<file path="config.mk">
export PLATFORM = sky130hd
export DESIGN_NAME = decim_avg_ctrl
export DESIGN_NICKNAME = d
export VERILOG_FILES = /design/src/rtl/decim_avg_ctrl.sv
export SDC_FILE = /design/constraint.sdc
export NUM_CORES = 1
export LEC_CHECK = 0
export BUFFER_PORTS_ARGS = -buffer_cell sky130_fd_sc_hd__buf_2
export CORE_MARGIN = 2
export CORE_UTILIZATION = 40
export CTS_CLUSTER_SIZE = 24
export DETAILED_ROUTE_END_ITERATION = 6
export PLACE_DENSITY = 0.65
export REMOVE_ABC_BUFFERS = 1
export SYNTH_ARGS = -nofsm -noshare
export SYNTH_HDL_FRONTEND = slang
export SYNTH_SLANG_ARGS = --single-unit
</file>
<file path="constraint.sdc">
create_clock -name clock -period 8.1 [get_ports clock]
set_input_delay 1.215 -clock clock [delete_from_list [all_inputs] [get_ports clock]]
set_output_delay 1.215 -clock clock [all_outputs]
set_load 0.005 [all_outputs]
</file>
<file path="src/rtl/decim_avg_ctrl.sv">
// Accumulate-and-dump averager feeding the decimator register: sums 2^k valid
// samples, emits their floor mean once per frame and pulses hold low for one cycle.
module decim_avg_ctrl #(
    parameter int word_length = 8,
    parameter int LOG2_MAX    = 3,
    parameter int RS_W        = 2
) (
    input  logic                   clock,
    input  logic                   reset,
    input  logic [word_length-1:0] data_in,
    input  logic                   data_valid,
    input  logic [RS_W-1:0]        rate_sel,
    output logic [word_length-1:0] data_out,
    output logic                   hold
);

    localparam int ACC_W = word_length + LOG2_MAX;
    localparam int K_W   = (LOG2_MAX < 1) ? 1 : $clog2(LOG2_MAX + 1);
    localparam int CNT_W = (LOG2_MAX < 1) ? 1 : LOG2_MAX;
    localparam logic [CNT_W-1:0] CNT_ONE = CNT_W'(1'b1);

    logic signed [ACC_W-1:0]    acc_r;
    logic        [CNT_W-1:0]    cnt_r;
    logic        [K_W-1:0]      k_r;

    logic signed [ACC_W-1:0]    sample_ext_s;
    logic signed [ACC_W-1:0]    sum_s;
    logic        [CNT_W-1:0]    last_cnt_s;
    logic                       frame_end_s;
    logic        [K_W-1:0]      rate_clamped_s;
    logic        [word_length-1:0] avg_word_s;

    // Requests above the largest supported rate saturate to LOG2_MAX.
    function automatic logic [K_W-1:0] clamp_rate(input logic [RS_W-1:0] rs);
        if (int'(rs) > LOG2_MAX) begin
            return K_W'(LOG2_MAX);
        end else begin
            return K_W'(rs);
        end
    endfunction

    // Next-sum, frame-end detection and the shifted (floor) average.
    always_comb begin
        rate_clamped_s = clamp_rate(rate_sel);
        sample_ext_s   = ACC_W'($signed(data_in));
        sum_s          = acc_r + sample_ext_s;
        last_cnt_s     = CNT_W'((32'd1 << k_r) - 32'd1);
        frame_end_s    = (cnt_r == last_cnt_s);
        avg_word_s     = word_length'(sum_s >>> k_r);
    end

    // Accumulator, sample counter, active rate and registered outputs.
    always_ff @(posedge clock) begin
        if (reset) begin
            acc_r    <= {ACC_W{1'b0}};
            cnt_r    <= {CNT_W{1'b0}};
            k_r      <= rate_clamped_s;
            data_out <= {word_length{1'b0}};
            hold     <= 1'b1;
        end else if (data_valid) begin
            if (frame_end_s) begin
                acc_r    <= {ACC_W{1'b0}};
                cnt_r    <= {CNT_W{1'b0}};
                k_r      <= rate_clamped_s;
                data_out <= avg_word_s;
                hold     <= 1'b0;
            end else begin
                acc_r    <= sum_s;
                cnt_r    <= cnt_r + CNT_ONE;
                k_r      <= k_r;
                data_out <= data_out;
                hold     <= 1'b1;
            end
        end else begin
            acc_r    <= acc_r;
            cnt_r    <= cnt_r;
            k_r      <= k_r;
            data_out <= data_out;
            hold     <= 1'b1;
        end
    end

endmodule

</file>
==> impl_metrics.prom <==
# TYPE chip_impl_metric gauge
chip_impl_info{name="status",value="finished, final reports clean"} 1
chip_impl_metric{name="placementRows",unit=""} 22
chip_impl_metric{name="cp.required",unit="ns"} 8.31
chip_impl_metric{name="detailed_route_via_count",unit=""} 1378
chip_impl_metric{name="wl_per_cell",unit="um"} 13.8
chip_impl_info{name="min-delay-path-class",value="reg2reg"} 1
chip_impl_metric{name="cap_violations",unit=""} 0
chip_impl_metric{name="sequential_area_share_after_synthesis",unit=""} 0.333
chip_impl_metric{name="tightestPinTransition",unit="ns"} 0.883
chip_impl_metric{name="global_route_wire_length_before_repair",unit="um"} 5870
chip_impl_metric{name="syn-mean-instance-area",unit="sq um"} 8.59
chip_impl_metric{name="remaining_drc_errors",unit=""} 0
chip_impl_metric{name="gpl.final_weighted_congestion",unit=""} 0.825
chip_impl_metric{name="synth-async-reset-ratio",unit=""} 0
chip_impl_metric{name="post-route-cell-area",unit="sq um"} 1740
chip_impl_metric{name="die-height",unit="um"} 66.5
chip_impl_metric{name="slew_headroom",unit=""} 0.404
chip_impl_metric{name="finalSetupTns",unit="ns"} 0
chip_impl_metric{name="worst-endpoint-arrival",unit="ns"} 3.58
chip_impl_metric{name="drt_pass1_iterations",unit=""} 4
chip_impl_metric{name="detailedRoute.firstIterationViolations",unit=""} 43
chip_impl_metric{name="ir_worst_vdd",unit="mV"} 0.0929
chip_impl_metric{name="finalNetCount",unit=""} 226
chip_impl_metric{name="clk_pin_slew_worst_paths",unit="ns"} 0.09
chip_impl_info{name="worst_setup_path_end_kind",value="register"} 1
chip_impl_metric{name="initial_utilization",unit=""} 0.421
chip_impl_metric{name="h-tree-depth",unit=""} 1
chip_impl_metric{name="filler_cell_count",unit=""} 388
chip_impl_metric{name="io_buffer_count",unit=""} 21
chip_impl_metric{name="drive_gt1_frac",unit=""} 0.160
chip_impl_metric{name="grt_max_degree",unit=""} 16
chip_impl_metric{name="post-dp-hpwl",unit="um"} 2530
chip_impl_metric{name="worst_slack",unit="ns"} 4.74
chip_impl_metric{name="globalRouteOverflowTotal",unit=""} 0
chip_impl_metric{name="gr-usage-all-layers",unit=""} 0.178
chip_impl_metric{name="finalCoreUtilization",unit=""} 0.469
chip_impl_metric{name="first_global_vias",unit=""} 1291
chip_impl_metric{name="final_clock_period_utilization_by_the_worst_path",unit=""} 0.415
chip_impl_metric{name="netlist_area_before_placement",unit="sq um"} 1560
chip_impl_info{name="path_class",value="in2reg"} 1
chip_impl_metric{name="core_outline_area",unit="sq um"} 3720
chip_impl_metric{name="synth_cells",unit=""} 182
chip_impl_metric{name="synth.lib_cells_used.distinct",unit=""} 45
chip_impl_metric{name="finalHoldViolCount",unit=""} 0
chip_impl_metric{name="maxSlewViolCount",unit=""} 0
chip_impl_metric{name="power_density",unit="nW/um^2"} 191
chip_impl_metric{name="setup_viol_count_final",unit=""} 0
chip_impl_metric{name="fin_hold_ws",unit="ns"} 0.457
chip_impl_metric{name="cts-buffers-inserted",unit=""} 3
chip_impl_metric{name="diodes",unit=""} 0
chip_impl_metric{name="routed_wl",unit="um"} 3410
chip_impl_info{name="cts-root-buf",value="sky130_fd_sc_hd__clkbuf_8"} 1
chip_impl_metric{name="max_clock_freq",unit="MHz"} 297
chip_impl_metric{name="synth_warnings",unit=""} 0
chip_impl_info{name="rsz0062_at_grt",value="no"} 1
chip_impl_metric{name="power_leakage",unit="nW"} 0.760
chip_impl_metric{name="placedInstanceArea",unit="sq um"} 1700
chip_impl_metric{name="clock_skew_after_layout",unit="ns"} 0.00657
chip_impl_info{name="cts_tree",value="yes"} 1
chip_impl_metric{name="die_w",unit="um"} 66.5
chip_impl_metric{name="initial_antenna_violation_count",unit=""} 0
chip_impl_metric{name="tritoncts_num_sinks",unit=""} 25
chip_impl_info{name="critical_path.startpoint_type",value="input port"} 1
chip_impl_metric{name="edff_count_synth",unit=""} 2
chip_impl_info{name="ys_dominant_reg_cell",value="sky130_fd_sc_hd__dfxtp_1"} 1
chip_impl_metric{name="postCtsHoldBufs",unit=""} 0
chip_impl_metric{name="post-cts-setup-buffer-count",unit=""} 0
chip_impl_metric{name="path_max_fanout",unit=""} 5
chip_impl_metric{name="ant_nets",unit=""} 0
chip_impl_metric{name="post_cts_resize_count",unit=""} 0
chip_impl_metric{name="postSynthRegisterBits",unit=""} 25
chip_impl_metric{name="route.detailed.vias_per_inst",unit=""} 5.56
chip_impl_metric{name="insertion_delay",unit="ns"} 0.28
chip_impl_metric{name="area_growth_syn_to_layout",unit="%"} 11.4
chip_impl_metric{name="clock_tree.buffer_depth",unit=""} 2
chip_impl_metric{name="dp_worst_setup_slack",unit="ns"} 4.42
chip_impl_metric{name="die_area",unit="sq um"} 4420
chip_impl_metric{name="io-pin-count",unit=""} 22
chip_impl_metric{name="period_minus_slack",unit="ns"} 3.36
## cells in the mapped netlist, drive strengths merged (2+ instances only)
master	instances	area (sq um)
inv	7	26.3
or4	2	15.0
nor3	3	15.0
nand3	8	40.0
nand2b	2	12.5
clkbuf	5	18.8
dfxtp	23	460
buf	3	20.0
o221ai	3	26.3
edfxtp	2	60.1
xor2	5	43.8
a22oi	8	60.1
nand4	2	12.5
xnor2	5	43.8
a21oi	12	60.1
a211oi	3	22.5
a31oi	2	12.5
nand2	16	60.1
mux2i	4	40.0
a21o	6	45.0
ha	11	138
o211ai	3	22.5
nor2	18	67.6
a32oi	2	17.5
o21ai	10	50.1
nor2b	2	12.5
## cell type report
class,instances,area (sq um),share of cell area
Sequential cell,25,520,0.299
Timing Repair Buffer,22,113,0.0647
Inverter,7,26.3,0.0151
Tap cell,48,60.1,0.0345
Clock buffer,4,45.0,0.0259
Multi-Input combinational cell,142,977,0.561
## cells by family (layout without fill, tap and decap cells)
family | count (synthesis) | in the layout | share of synthesized area
flops | 25 | 25 | 0.333
xor+xnor | 10 | 10 | 0.0560
buf+inv | 15 | 33 | 0.0416
mux | 6 | 6 | 0.0472
compound gates | 56 | 56 | 0.243
fa+ha+maj | 12 | 12 | 0.101
simple gates | 58 | 58 | 0.178
## path summary, 6_finish.rpt
check	start	to	slack, ns	cells past startpoint
max reg2reg	acc_r[0]	acc_r[10]	5.47	8
max	data_in[0]	acc_r[10]	4.74	9
min reg2reg	data_out[6]	data_out[6]	0.46	2
min	data_out[6]	data_out[6]	0.46	2
## critical path: stages
cell,delay (ns)
sky130_fd_sc_hd__buf_2,0.10
sky130_fd_sc_hd__ha_1,0.23
sky130_fd_sc_hd__fa_1,0.44
sky130_fd_sc_hd__a211oi_1,0.28
sky130_fd_sc_hd__o21ai_1,0.18
sky130_fd_sc_hd__a2111oi_2,0.33
sky130_fd_sc_hd__and4b_4,0.26
sky130_fd_sc_hd__or4_1,0.39
sky130_fd_sc_hd__a31oi_1,0.16
## flip-flops by register name, indices dropped and copies added, names as in the netlist
name	count
hold	1
k_r	2
cnt_r	3
data_out	8
acc_r	11
## where the power goes
group	internal [mW]	total [mW]	leakage, nW	switching [mW]
Sequential	0.136	0.146	0.208	0.00985
Combinational	0.0482	0.111	0.529	0.0625
Clock	0.0353	0.0760	0.0228	0.0407
Total	0.220	0.333	0.760	0.113
## through the flow
stage	power, mW	instances
finish	0.333	248
global route	0.359	248
CTS	0.339	248
detailed placement	0.260	244
global placement	0.259	244
floorplan	0.230	174
## placed cells by master, fill, tap and decap left out, drive strengths merged, types with 2 or more instances in the layout
master	Yosys	final
dfxtp	23	23
a21oi	12	12
buf	3	22
xor2	5	5
o211ai	3	3
inv	7	7
xnor2	5	5
a32oi	2	2
nand2b	2	2
or4	2	2
o21ai	10	10
a22oi	8	8
a31oi	2	2
mux2i	4	4
nor3	3	3
nor2b	2	2
a211oi	3	3
edfxtp	2	2
nor2	18	18
nand2	16	16
a21o	6	6
o221ai	3	3
ha	11	11
clkbuf	5	4
nand4	2	2
nand3	8	8
## routing by layer
metal / share of wire / track usage / up-vias
met5: 0 / 0 / -
met1: 0.48 / 0.226 / 643
li1: - / - / 708
met2: 0.47 / 0.286 / 22
met4: 0.018 / 0.0842 / 0
met3: 0.033 / 0.0355 / 5
No activity file was read; power rests on OpenSTA's default activity.
